`src/rtl/ram_arb_pkg.sv`:
```
// ============================================================================
// Module   : ram_arb_pkg
// Brief    : Shared types and default constants for the RAM write arbiter.
// Revision : 1.0 - initial release
// ============================================================================
`default_nettype none

package ram_arb_pkg;

    localparam int c_NUM_CH_DEF = 4;
    localparam int c_DATA_W_DEF = 8;
    localparam int c_ADDR_W_DEF = 16;
    localparam int c_DEPTH_DEF  = 4096;

    typedef enum logic [1:0] {
        IDLE  = 2'd0,
        BURST = 2'd1,
        DONE  = 2'd2
    } arbState_t;

    function automatic int idxWidth(input int n);
        return (n > 1) ? $clog2(n) : 1;
    endfunction

    localparam int c_IDX_W_DEF = idxWidth(c_NUM_CH_DEF);

endpackage

`default_nettype wire

```
`src/rtl/ram_write_arbiter_if.sv`:
```
// ============================================================================
// Module   : ram_write_arbiter_if
// Brief    : Source-side handshake and RAM write-port bundle of the arbiter.
// Revision : 1.0 - initial release
// ============================================================================
`default_nettype none

interface ram_write_arbiter_if
    import ram_arb_pkg::*;
#(
    parameter int NUM_CH = c_NUM_CH_DEF,
    parameter int DATA_W = c_DATA_W_DEF,
    parameter int ADDR_W = c_ADDR_W_DEF
) ();

    logic                     Enable;
    logic [ADDR_W-1:0]        BaseAddr;
    logic [NUM_CH-1:0]        ChValid;
    logic [NUM_CH-1:0]        ChLast;
    logic [NUM_CH*DATA_W-1:0] ChData;
    logic [NUM_CH-1:0]        ChReady;
    logic [DATA_W-1:0]        ToRAM;
    logic [ADDR_W-1:0]        RAMAddr;
    logic                     RAMWrite;
    logic [NUM_CH-1:0]        Grant;
    logic                     Busy;
    logic                     Done;
    logic                     Overflow;

    modport master (
        output Enable, BaseAddr, ChValid, ChLast, ChData,
        input  ChReady, ToRAM, RAMAddr, RAMWrite, Grant, Busy, Done, Overflow
    );

    modport slave (
        input  Enable, BaseAddr, ChValid, ChLast, ChData,
        output ChReady, ToRAM, RAMAddr, RAMWrite, Grant, Busy, Done, Overflow
    );

endinterface

`default_nettype wire

```
`src/rtl/ch_arbiter.sv`:
```
// ============================================================================
// Module   : ch_arbiter
// Brief    : Picks the first requester at or after a priority pointer.
//            RAM_ARB_ROUND_ROBIN_EN: pointer rotates past each finished owner;
//            otherwise the pointer is fixed at channel 0.
// Revision : 1.0 - initial release
// ============================================================================
`default_nettype none

module ch_arbiter
    import ram_arb_pkg::*;
#(
    parameter int NUM_CH = c_NUM_CH_DEF,
    parameter int IDX_W  = idxWidth(NUM_CH)
) (
    input  logic              Clk,
    input  logic              Reset,
    input  logic [NUM_CH-1:0] i_req,
    input  logic              i_advance,
    input  logic [IDX_W-1:0]  i_lastIdx,
    output logic [NUM_CH-1:0] o_grant,
    output logic [IDX_W-1:0]  o_grantIdx
);

    logic [IDX_W-1:0] w_ptr;

`ifdef RAM_ARB_ROUND_ROBIN_EN
    logic [IDX_W-1:0] r_ptr;

    always_ff @(posedge Clk or posedge Reset) begin
        if (Reset) begin
            r_ptr <= '0;
        end else if (i_advance) begin
            r_ptr <= (int'(i_lastIdx) == NUM_CH - 1) ? '0 : i_lastIdx + 1'b1;
        end
    end

    assign w_ptr = r_ptr;
`else
    logic w_unused;
    assign w_unused = &{1'b0, Clk, Reset, i_advance, i_lastIdx};
    assign w_ptr    = '0;
`endif

    // Scan farthest-first so the nearest requester to the pointer wins.
    always_comb begin
        o_grant    = '0;
        o_grantIdx = '0;
        for (int k = NUM_CH - 1; k >= 0; k--) begin
            if (i_req[(int'(w_ptr) + k) % NUM_CH]) begin
                o_grant    = NUM_CH'(1) << ((int'(w_ptr) + k) % NUM_CH);
                o_grantIdx = IDX_W'((int'(w_ptr) + k) % NUM_CH);
            end
        end
    end

endmodule

`default_nettype wire

```
`src/rtl/ram_write_arbiter.sv`:
```
// ============================================================================
// Module   : ram_write_arbiter
// Brief    : Burst-locked arbiter and address generator for the RAM write port.
//            RAM_ARB_ROUND_ROBIN_EN selects round-robin over fixed priority.
// Revision : 1.0 - initial release
// ============================================================================
`default_nettype none

module ram_write_arbiter
    import ram_arb_pkg::*;
#(
    parameter int NUM_CH = c_NUM_CH_DEF,
    parameter int DATA_W = c_DATA_W_DEF,
    parameter int ADDR_W = c_ADDR_W_DEF,
    parameter int DEPTH  = c_DEPTH_DEF
) (
    input  logic               Clk,
    input  logic               Reset,
    ram_write_arbiter_if.slave bus
);

    localparam int              c_IDX_W     = idxWidth(NUM_CH);
    localparam logic [ADDR_W:0] c_LAST_ADDR = (ADDR_W + 1)'(DEPTH - 1);

    arbState_t          r_state;
    arbState_t          w_nextState;
    logic [NUM_CH-1:0]  r_grant;
    logic [NUM_CH-1:0]  w_arbGrant;
    logic [c_IDX_W-1:0] r_grantIdx;
    logic [c_IDX_W-1:0] w_arbIdx;
    logic [ADDR_W-1:0]  r_addr;
    logic [ADDR_W-1:0]  r_ramAddr;
    logic [DATA_W-1:0]  r_toRam;
    logic [DATA_W-1:0]  w_data;
    logic               r_ramWrite;
    logic               r_overflow;
    logic               w_start;
    logic               w_xfer;
    logic               w_last;
    logic               w_atEnd;
    logic               w_pastEnd;
    logic               w_burstEnd;
    logic               w_ovf;
    logic               w_advance;

    ch_arbiter #(
        .NUM_CH (NUM_CH),
        .IDX_W  (c_IDX_W)
    ) u_chArbiter (
        .Clk        (Clk),
        .Reset      (Reset),
        .i_req      (bus.ChValid),
        .i_advance  (w_advance),
        .i_lastIdx  (r_grantIdx),
        .o_grant    (w_arbGrant),
        .o_grantIdx (w_arbIdx)
    );

    assign w_advance  = (r_state == DONE);
    assign w_start    = (r_state == IDLE) && bus.Enable && (|bus.ChValid);
    assign w_xfer     = (r_state == BURST) && bus.Enable && (|(bus.ChValid & r_grant));
    assign w_last     = bus.ChLast[r_grantIdx];
    assign w_data     = bus.ChData[r_grantIdx*DATA_W +: DATA_W];
    assign w_atEnd    = ({1'b0, r_addr} == c_LAST_ADDR);
    assign w_pastEnd  = ({1'b0, r_addr} >  c_LAST_ADDR);
    assign w_burstEnd = w_last || w_atEnd || w_pastEnd;
    // Running off the end of the RAM without the source closing the burst.
    assign w_ovf      = w_pastEnd || (w_atEnd && !w_last);

    always_comb begin
        w_nextState = r_state;
        case (r_state)
            IDLE:    if (w_start) w_nextState = BURST;
            BURST:   if (w_xfer && w_burstEnd) w_nextState = DONE;
            DONE:    w_nextState = IDLE;
            default: w_nextState = IDLE;
        endcase
    end

    always_ff @(posedge Clk or posedge Reset) begin
        if (Reset) begin
            r_state    <= IDLE;
            r_grant    <= '0;
            r_grantIdx <= '0;
            r_addr     <= '0;
            r_ramAddr  <= '0;
            r_toRam    <= '0;
            r_ramWrite <= 1'b0;
            r_overflow <= 1'b0;
        end else begin
            r_state    <= w_nextState;
            r_ramWrite <= w_xfer;
            if (w_xfer) begin
                r_toRam   <= w_data;
                r_ramAddr <= r_addr;
                r_addr    <= r_addr + 1'b1;
            end
            if (w_xfer && w_ovf) begin
                r_overflow <= 1'b1;
            end
            if (w_start) begin
                r_grant    <= w_arbGrant;
                r_grantIdx <= w_arbIdx;
                r_addr     <= bus.BaseAddr;
            end else if (w_xfer && w_burstEnd) begin
                r_grant <= '0;
            end
        end
    end

    assign bus.ChReady  = ((r_state == BURST) && bus.Enable) ? r_grant : '0;
    assign bus.ToRAM    = r_toRam;
    assign bus.RAMAddr  = r_ramAddr;
    assign bus.RAMWrite = r_ramWrite;
    assign bus.Grant    = r_grant;
    assign bus.Busy     = (r_state != IDLE);
    assign bus.Done     = (r_state == DONE);
    assign bus.Overflow = r_overflow;

endmodule

`default_nettype wire

```
`src/flat_wrapper.sv`:
```
// flat-port wrapper written by rule: the top's interface ports become plain ports
module ram_write_arbiter_flat import ram_arb_pkg::*;
#(
    parameter int NUM_CH = c_NUM_CH_DEF,
    parameter int DATA_W = c_DATA_W_DEF,
    parameter int ADDR_W = c_ADDR_W_DEF,
    parameter int DEPTH  = c_DEPTH_DEF
)
  (Clk, Reset, bus_Enable, bus_BaseAddr, bus_ChValid, bus_ChLast, bus_ChData, bus_ChReady, bus_ToRAM, bus_RAMAddr, bus_RAMWrite, bus_Grant, bus_Busy, bus_Done, bus_Overflow);
  ram_write_arbiter_if #(.NUM_CH(NUM_CH), .DATA_W(DATA_W), .ADDR_W(ADDR_W)) bus_i ();
  input  logic Clk;
  input  logic Reset;
  input wire logic [$bits(bus_i.Enable)-1:0] bus_Enable;
  input wire logic [$bits(bus_i.BaseAddr)-1:0] bus_BaseAddr;
  input wire logic [$bits(bus_i.ChValid)-1:0] bus_ChValid;
  input wire logic [$bits(bus_i.ChLast)-1:0] bus_ChLast;
  input wire logic [$bits(bus_i.ChData)-1:0] bus_ChData;
  output wire logic [$bits(bus_i.ChReady)-1:0] bus_ChReady;
  output wire logic [$bits(bus_i.ToRAM)-1:0] bus_ToRAM;
  output wire logic [$bits(bus_i.RAMAddr)-1:0] bus_RAMAddr;
  output wire logic [$bits(bus_i.RAMWrite)-1:0] bus_RAMWrite;
  output wire logic [$bits(bus_i.Grant)-1:0] bus_Grant;
  output wire logic [$bits(bus_i.Busy)-1:0] bus_Busy;
  output wire logic [$bits(bus_i.Done)-1:0] bus_Done;
  output wire logic [$bits(bus_i.Overflow)-1:0] bus_Overflow;
  assign bus_i.Enable = bus_Enable;
  assign bus_i.BaseAddr = bus_BaseAddr;
  assign bus_i.ChValid = bus_ChValid;
  assign bus_i.ChLast = bus_ChLast;
  assign bus_i.ChData = bus_ChData;
  assign bus_ChReady = bus_i.ChReady;
  assign bus_ToRAM = bus_i.ToRAM;
  assign bus_RAMAddr = bus_i.RAMAddr;
  assign bus_RAMWrite = bus_i.RAMWrite;
  assign bus_Grant = bus_i.Grant;
  assign bus_Busy = bus_i.Busy;
  assign bus_Done = bus_i.Done;
  assign bus_Overflow = bus_i.Overflow;
  ram_write_arbiter #(.NUM_CH(NUM_CH), .DATA_W(DATA_W), .ADDR_W(ADDR_W), .DEPTH(DEPTH)) u_core (.Clk(Clk), .Reset(Reset), .bus(bus_i));
endmodule
```
`config.mk`:
```
export PLATFORM = sky130hd
export DESIGN_NAME = ram_write_arbiter_flat
export DESIGN_NICKNAME = d
export VERILOG_FILES = /design/src/rtl/ram_arb_pkg.sv /design/src/rtl/ram_write_arbiter_if.sv /design/src/rtl/ch_arbiter.sv /design/src/rtl/ram_write_arbiter.sv /design/src/flat_wrapper.sv
export SDC_FILE = /design/constraint.sdc
export NUM_CORES = 1
export LEC_CHECK = 0
export BUFFER_PORTS_ARGS = -buffer_cell sky130_fd_sc_hd__buf_2
export CAP_MARGIN = 20
export CELL_PAD_IN_SITES_DETAIL_PLACEMENT = 0
export CELL_PAD_IN_SITES_GLOBAL_PLACEMENT = 1
export CORE_UTILIZATION = 36
export DETAILED_ROUTE_END_ITERATION = 12
export GPL_TIMING_DRIVEN = 0
export PLACE_DENSITY = 0.79
export SYNTH_ARGS = -nofsm -noshare
export SYNTH_HDL_FRONTEND = slang
export SYNTH_HIERARCHICAL = 1
export SYNTH_SLANG_ARGS = --single-unit
export TNS_END_PERCENT = 10
```
`constraint.sdc`:
```
create_clock -name Clk -period 1.86 [get_ports Clk]
set_input_delay 0.372 -clock Clk [delete_from_list [all_inputs] [get_ports Clk]]
set_output_delay 0.372 -clock Clk [all_outputs]
set_load 0.02 [all_outputs]
```
; After elaboration in Yosys (flattened, before gate mapping)
; Cells that the tools add are included.
[classes]
addsub = 1
order_cmp = 2
n_eq_ne = 5
shifts = 1
muxes = 18
bitwise_logic = 1
reduce_logical = 18
[ops]
columns = cell, n
row1 = 16-bit 2-to-1 mux, 2
row2 = 32-bit by 6-bit indexed part select with 8-bit output, 1
row3 = 4-bit 2-to-1 mux, 7
row4 = 16-bit by 1-bit adder with 16-bit output (second input constant), 1
row5 = 16-bit by 12-bit == test with 1-bit output (second input constant), 1
row6 = 16-bit by 12-bit greater-than comparator with 1-bit output (second input constant), 1
row7 = 2-bit 2-to-1 mux, 6
row8 = 4-bit OR reduction, 2
row9 = 1-bit logical AND, 7
row10 = 2-bit nonzero test, 3
row11 = 4-bit AND, 1
row12 = 2-bit by 1-bit inequality test with 1-bit output (second input constant), 2
row13 = 2-bit one-hot mux with 2 select lines, 1
row14 = 1-bit logical OR, 3
row15 = 2-bit by 3-bit < comparator with 1-bit output (second input constant), 1
row16 = 1-bit binary-select mux with 2-bit select, 1
row17 = 2-bit by 1-bit == test with 1-bit output (second input constant), 1
row18 = 2-bit == test (second input constant), 1
row19 = 2-bit zero test, 1
row20 = 2-bit AND reduction, 1
row21 = 1-bit zero test, 1
row22 = 1-bit 2-to-1 mux, 1
[totals]
ff_bits = 50
inputBits = 59
out_inout_bits = 36
word_cells = 54

; Logic depth before layout (Yosys ltp)
; Gate-level depths: netlist of the first run.
[depth]
depth_word = 7
depth_mapped = 6
mapped_depth_nobuf = 5

; Cells and area by module
; The synthesis of the first run kept the hierarchy.
[modules_own_cells]
columns = module, n_inst, cells_per_inst, area_each_um2, seq_area_each_um2
row1 = ram_write_arbiter, 1, 268, 2570.0, 1251.2
row2 = ch_arbiter, 1, 9, 60.1, 0.0

; Worst setup path before layout of the first run
; OpenSTA, ideal clock, no wires.
[synth_path]
path_kind = reg2reg
from = reg u_core.r_grant[2] (netlist: u_core/bus.Grant[2])
to = reg u_core.r_addr[13]
setup_time_ns = 0.082
arrival_time_ns = 1.640
path_slack_ns = 0.138
path_stages_with_launch = 5
n_path_buf = 0
period_less_slack_ns = 1.722
cell_sequence = dfrtp_1 a22oi_1 a211o_4 or4_1 a31oi_1
[synth_via]
elab_chain_cells = 4
[synth_lines]
columns = element, line
row1 = start: declaration, ram_write_arbiter.sv:27  ; logic [NUM_CH-1:0] r_grant;
row2 = start signal: assignment, ram_write_arbiter.sv:102  ; r_grant <= w_arbGrant;
row3 = 4-bit AND, ram_write_arbiter.sv:61  ; assign w_xfer = (r_state == BURST) && bus.Enable && (|(bus.ChValid & r_grant));
row4 = 4-bit OR reduction, ram_write_arbiter.sv:61
row5 = 1-bit logical AND, ram_write_arbiter.sv:61
row6 = 2-bit nonzero test (no line), -
row7 = end signal: assignment, ram_write_arbiter.sv:96  ; r_addr <= r_addr + 1'b1;
row8 = end signal: assignment, ram_write_arbiter.sv:104  ; r_addr <= bus.BaseAddr;
row9 = end: declaration, ram_write_arbiter.sv:31  ; logic [ADDR_W-1:0] r_addr;
; Every way passes these cells.
; A chain may end at the register's enable or synchronous reset.

; Worst setup path after layout of the first run
[layout_path]
from = reg u_core.r_state[1]
to = reg u_core.r_addr[13]
[layout_via]
elab_chain_cells = 4
[layout_lines]
columns = element, line
row1 = start: declaration, ram_write_arbiter.sv:25  ; arbState_t r_state;
row2 = start signal: assignment, ram_write_arbiter.sv:91  ; r_state <= w_nextState;
row3 = 2-bit by 1-bit == test with 1-bit output or 2-bit zero test (tied branches), "ram_write_arbiter.sv:61, ram_write_arbiter.sv:60"
row4 = 1-bit logical AND (on tied branches) (2 in series), "ram_write_arbiter.sv:61, ram_write_arbiter.sv:60"
row5 = 2-bit nonzero test (no line) or 16-bit 2-to-1 mux (tied branches), -
; Parallel ways exist; a longest one is shown, timed or not.

==> results of run 1 <==
-- area by class of cell --
class                      instances  share of cell area, %
clock buffer                       5                  2.039
timing repair buffer              95                  14.53
buffer                            16                  3.410
tap                               96                  3.558
clock inverter                     3                  1.297
sequential                        50                  37.06
multi-input combinational        204                  37.32
inverter                           7                 0.7784
-- cell families after synthesis --
logic type	Yosys count	share of synthesized area, %
and+or+nand+nor	149	25.93
DFF	50	47.57
AOI/OAI and AO/OA	43	12.23
buffers and inverters	23	5.328
muxes	11	8.468
adders and majority gates	1	0.4757
-- per-stage QoR --
| step | setup WS (ns) | utilization [%] |
|---|---|---|
| detailed placement | -0.1200 | 46.92 |
| finish | 0.07395 | 48.88 |
| global placement | -0.4112 | 46.63 |
| global route | -0.04357 | 48.88 |
| CTS | 0.02607 | 48.62 |
| floorplan | 0.1378 | - |
-- layout by cell type (no fill, tap or decap), drive strengths merged, types with 4 or more instances in the layout --
| cell type | n |
|---|---|
| dfrtp | 50 |
| nor2 | 18 |
| a31oi | 5 |
| inv | 8 |
| clkbuf | 9 |
| nand2 | 92 |
| a311oi | 4 |
| buf | 107 |
| nor3 | 5 |
| or4 | 4 |
| o21ai | 7 |
| nand3 | 6 |
| a211oi | 7 |
| mux4 | 9 |
| nand4 | 4 |
| and2 | 7 |
-- power by group --
group | internal [mW] | switching [mW] | leakage [nW]
Sequential | 1.09 | 0 | 0.688
Combinational | 0.0669 | 0.0570 | 1.03
Clock | 0.404 | 0.386 | 0.0585
Total | 1.56 | 0.443 | 1.77
-- worst paths after layout --
check	from	end	slack, ns
worst max register to register	u_core/r_state[1]	u_core/r_addr[13]	0.07
max in group asynchronous	Reset	u_core/bus.ToRAM[3]	1.23
worst min-delay path	Reset	u_core/bus.RAMAddr[1]	0.08
min in group Clk	bus_BaseAddr[1]	u_core/r_addr[1]	0.27
worst max-delay path	u_core/r_state[1]	u_core/r_addr[13]	0.07
worst min register to register	u_core/bus.RAMAddr[9]	u_core/bus.RAMAddr[9]	0.48
-- per-layer routing --
metal / vias up / global-route usage, % / share of wire, %
met5: - / 0 / 0
met4: 0 / 6.259 / 1.1
met3: 6 / 3.318 / 4.1
met2: 63 / 31.46 / 48
met1: 1153 / 25.23 / 47
li1: 1181 / - / -
-- state kept, by name, indices dropped and copies added (netlist names) --
signal	flops
u_core/bus.ToRAM	8
u_core/bus.Grant	4
u_core/r_grantIdx	2
u_core/bus.Overflow	1
u_core/r_addr	16
u_core/bus.RAMAddr	16
u_core/r_state	2
u_core/bus.RAMWrite	1
==> metrics, run 1 <==
maximum operating frequency=0.5599 GHz; number of nets at the end of the flow=439; final clock skew=0.01303 ns; floorplan die width=87.47 µm; DRC Markers=0; path class of the lowest-slack min-delay path=in -> async; wire length of the first global-routing pass=11070 µm; count of hold buffers inserted by post-cts repair=0; post-place instance area=0.003241 mm²; pwr/cell area=592.3 mW/mm²; type of the worst setup path=reg -> reg; setup violators final=0; family with the most delay on the worst path=simple AND/OR/NAND/NOR gates; peak fanout along the critical path=10; unrepaired setup endpoints after global routing=yes; max-cap check violation count=0; fraction of final layout cells sized beyond drive strength 1=37.63%; area of the mapped netlist=0.002630 mm²; GRT overflow=0; number of placed instances, taps included=468; number of inserted diodes=0; post-synthesis average cell area=9.495 µm²; kind of launch point of the worst setup path=flop; largest cells by area after synthesis=dfrtp_1 48%, nand2_1 13%, mux4_2 7.7%, nor2_1 2.6%, a211oi_1 2.0%; area taken by flip-flops and latches=0.001251 mm²; weighted congestion at the end of routability-driven global placement=0.7948; TritonCTS clock tree=done; cell with the biggest individual delay on the critical path=or4_1; Mapped Cells=277; ranking of synthesized cells by instance count=92 x nand2_1, 50 x dfrtp_1, 18 x nor2_1; critical path depth=4; num rows=30; number of enable flip-flop cells after synthesis=0; Final period util=96.02%; Unique masters post-synth=51; library cell occupying the most area in the post-synthesis netlist=dfrtp_1; Leak=1.772 nW; crit path time final=1.786 ns; clk_lat worst skew=0.32 ns; num ports=95; count of buffers inserted at the top-level ports=94; area of the core region=0.006907 mm²; TritonCTS Buffers=5; number of antenna violations at the first check in global routing=0; clock transition at the register clock pins on the worst setup and hold paths after CTS=0.10 ns; full die area=0.007651 mm²; Hold Fails Final Rpt=0; final non-filler cell area=0.003376 mm²; number of global-route vias before repair=2313; vias after detailed routing=2403; Main synth FF type=dfrtp_1; Critical Path, Cell by Cell=nand3b_1 -> a211o_4 -> or4_1 -> a31oi_1; most frequently used cell type in the post-synthesis netlist=nand2_1; non-filler cells in the finished layout=476; Routed WL per cell=14.19 µm; via-per-instance ratio=5.048; number of H-tree levels=2; Layout area overhead=28.35%; post-cts repair resize count=1; CP Capture Type=flop; GRT Overall Usage=19.01%; First-pass DRT Iterations=4; count of antenna-violating nets left after detailed routing=0; ys async rst share=100.0%; Vert. Die Dim=87.47 µm; hold_ws=0.08311 ns; number of nets in the synthesized netlist=337; CTS root buf=clkbuf_8; HPWL reported at the end of detailed placement=5081 µm; number of synthesis warnings=6; transition time at the pin with the least slew margin=0.5509 ns; run status=finished clean; CP bufs+invs=0; Routed Wire Length=6754 µm; flops & latches, synth=50; number of clock sinks=50; Detailed Route Iter0 Violations=121; area of combinational cells with multiple inputs=0.001260 mm²; sequential element share of the synthesized area=47.57%; IR drop worst, VDD=253.1 µV; setup tns final=0 ns; final-layout fill cell count=740; number of max-slew violations in the final report=0; starting density of the core=38.08%; worst endpoint data arrival time=2.01 ns; sum of internal, switching and leakage power=1.999 mW; maximum number of pins on one net before global-route repair=28; number of buffers added for setup after CTS=0; Register-to-Register Path Depth=4; CP required=2.09 ns; top-area cell type share of the netlist area=47.57%; CP peak stage delay=0.48 ns; worst max-slew margin expressed relative to the limit=63.22%; deepest clock path buffer count=2
No activity file was read; power rests on OpenSTA's default activity.
==> run 2, diff against run 1 <==
ABC_AREA = 1   (was not set)
CORE_UTILIZATION = 25   (was 36)
PLACE_DENSITY = 0.6   (was 0.79)
==> metrics, run 2 <==
Mapped Cells=409 (+48%); largest cells by area after synthesis=dfrtp_1 43%, nand2_1 15%, nor2_1 10%, o21ai_0 6.7%, inv_1 4.8%; count of buffers inserted at the top-level ports=94 (unchanged); hold_ws=0.1096 ns (+0.02651 ns); starting density of the core=25.60% (-12 points); setup violators final=0 (unchanged); max-cap check violation count=0 (unchanged); worst endpoint data arrival time=1.19 ns (-0.82 ns); post-route core utilization=32.75% (-16 points); wire length of the first global-routing pass=14190 µm (+28%); type of the worst setup path=reg -> out; number of buffers added for setup after CTS=0 (unchanged); fraction of final layout cells sized beyond drive strength 1=26.95% (-11 points); worst max-slew margin expressed relative to the limit=66.78% (+3.6 points); num ports=95 (unchanged); maximum number of pins on one net before global-route repair=31 (+11%); final non-filler cell area=0.003740 mm² (+11%); minimum setup slack after placement=0.2486 ns (+0.3686 ns); number of placed instances, taps included=647 (+38%); TritonCTS clock tree=done; CP required=1.49 ns (-0.60 ns); library cell occupying the most area in the post-synthesis netlist=dfrtp_1; via-per-instance ratio=4.441 (-12%); CP peak stage delay=0.37 ns (-0.11 ns); HPWL reported at the end of detailed placement=6844 µm (+35%); full die area=0.01213 mm² (+59%); number of clock sinks=50 (unchanged); clk_lat worst skew=0.29 ns (-0.03 ns); number of inserted diodes=0 (unchanged); count of antenna-violating nets left after detailed routing=0 (unchanged); GRT Overall Usage=15.43% (-3.6 points); sum of internal, switching and leakage power=5.759 mW (+190%); deepest clock path buffer count=2 (unchanged); CTS root buf=clkbuf_16; most frequent standard cell in the layout excluding fill and tap cells=nand2_1; sequential element share of the synthesized area=42.81% (-4.8 points); number of nets at the end of the flow=571 (+30%); family with the most delay on the worst path=flip-flops; path class of the lowest-slack min-delay path=in -> async; pwr/cell area=1540 mW/mm² (+160%); peak fanout along the critical path=6 (-4); highest metal used=met4; Met3 Routed Length=428 µm (+53%); CP bufs+invs=2 (+2); most frequently used cell type in the post-synthesis netlist=nand2_1; unrepaired setup endpoints after global routing=no; number of max-slew violations in the final report=0 (unchanged); number of H-tree levels=2 (unchanged); GRT overflow=0 (unchanged); area of the core region=0.01142 mm² (+65%); area of the mapped netlist=0.002923 mm² (+11%); DRC Markers=0 (unchanged); number of enable flip-flop cells after synthesis=0 (unchanged); leading cell types in the layout, fill and taps excluded=120 x nand2_1, 98 x buf_2, 78 x nor2_1, 50 x dfrtp_1, 39 x o21ai_0; Met1 Routed Length=4123 µm (+31%); number of nets in the synthesized netlist=469 (+39%); Final period util=83.99% (-12 points); setup tns final=0 ns (unchanged); non-filler cells in the finished layout=655 (+38%); weighted congestion at the end of routability-driven global placement=0.7821 (-1.6%); number of antenna violations at the first check in global routing=0 (unchanged); TritonCTS Buffers=5 (unchanged); count of hold buffers inserted by post-cts repair=0 (unchanged); post-cts repair resize count=0 (-1); vias after detailed routing=2909 (+21%); First-pass DRT Iterations=4 (unchanged); CP Capture Type=primary output; IR drop worst, VDD=534.4 µV (+110%); transition time at the pin with the least slew margin=0.4975 ns (-0.05337 ns); post-synthesis average cell area=7.146 µm² (-25%); Routed Wire Length=8773 µm (+30%); clock transition at the register clock pins on the worst setup and hold paths after CTS=0.06 ns (-0.04 ns); Hold Fails Final Rpt=0 (unchanged); top-area cell type share of the netlist area=42.81% (-4.8 points); flops & latches, synth=50 (unchanged); ys async rst share=100.0% (unchanged); total met2 wirelength after detailed routing=4097 µm (+26%); ranking of synthesized cells by instance count=120 x nand2_1, 78 x nor2_1, 50 x dfrtp_1; number of global-route vias before repair=2858 (+24%); Vert. Die Dim=110.1 µm (+26%); num rows=39 (+30%); crit path time final=1.562 ns (-0.2238 ns); Detailed Route Iter0 Violations=105 (-13%); number of synthesis warnings=6 (unchanged); Critical Path, Cell by Cell=inv_2 -> nand3_4 -> nor2_1 -> buf_2; Main synth FF type=dfrtp_1; floorplan die width=110.1 µm (+26%); kind of launch point of the worst setup path=flop; Layout area overhead=27.95%; minimum setup slack in the final design=0.2978 ns (+0.2238 ns); maximum operating frequency=0.6401 GHz (+14%); post-place instance area=0.003592 mm² (+11%); cell with the biggest individual delay on the critical path=dfrtp_1; Unique masters post-synth=32 (-37%); Routed WL per cell=13.39 µm (-5.6%); Leak=1.973 nW (+11%); final clock skew=0.006579 ns (-0.006448 ns); run status=finished clean
[run 2: changes by cell type in the layout (fill, tap and decap cells not counted), sizes merged, moves of 9 or more]
cell / delta
inv: +32
mux4: -9
nand2: +32
nand3: +16
nor2: +67
o21ai: +33
[run 2: logic make-up after synthesis]
logic type                 Yosys count  synth area share [%]
xor gates and xnor gates             2                0.5994
DFF                                 50                 42.81
buffers and inverters               55                 8.647
and+or+nand+nor                    243                 35.45
adders and majority gates            1                0.4280
AOI/OAI and AO/OA                   58                 12.07
[run 2: worst paths after layout]
path	to	cells past startpoint	startpoint	slack (ns)
min reg2reg	u_core/bus.RAMAddr[13]	2	u_core/bus.RAMAddr[13]	0.48
min in group Clk	u_core/r_addr[1]	3	bus_BaseAddr[1]	0.33
max in group asynchronous	u_core/r_addr[6]	3	Reset	1.22
min	u_core/bus.RAMAddr[3]	2	Reset	0.11
max reg2reg	u_core/r_addr[12]	8	u_core/r_addr[1]	0.32
max	bus_ChReady[3]	4	u_core/r_state[1]	0.30
[run 2: cell type report]
class                   count  area (µm²)
fillers                  1313        7679
multi-input cells         304        1419
flip-flops and latches     50        1251
repair buffers             95       490.5
well taps                 143       178.9
inverters                  40       152.6
clock buffers               7       142.6
plain buffers              15       100.1
clock inverters             1       5.005
[run 2: power breakdown]
part / leakage, nW / switching, mW / internal, mW
Clock: 0.0739 / 0.398 / 0.535
Sequential: 0.610 / 0.368 / 1.56
Combinational: 1.29 / 1.91 / 0.989
Total: 1.97 / 2.67 / 3.09
[run 2: routing by layer]
metal	vias up	GRT usage, %
met5	-	0
met4	0	4.229
met3	8	2.528
met2	81	25.89
met1	1320	20.49
li1	1500	-
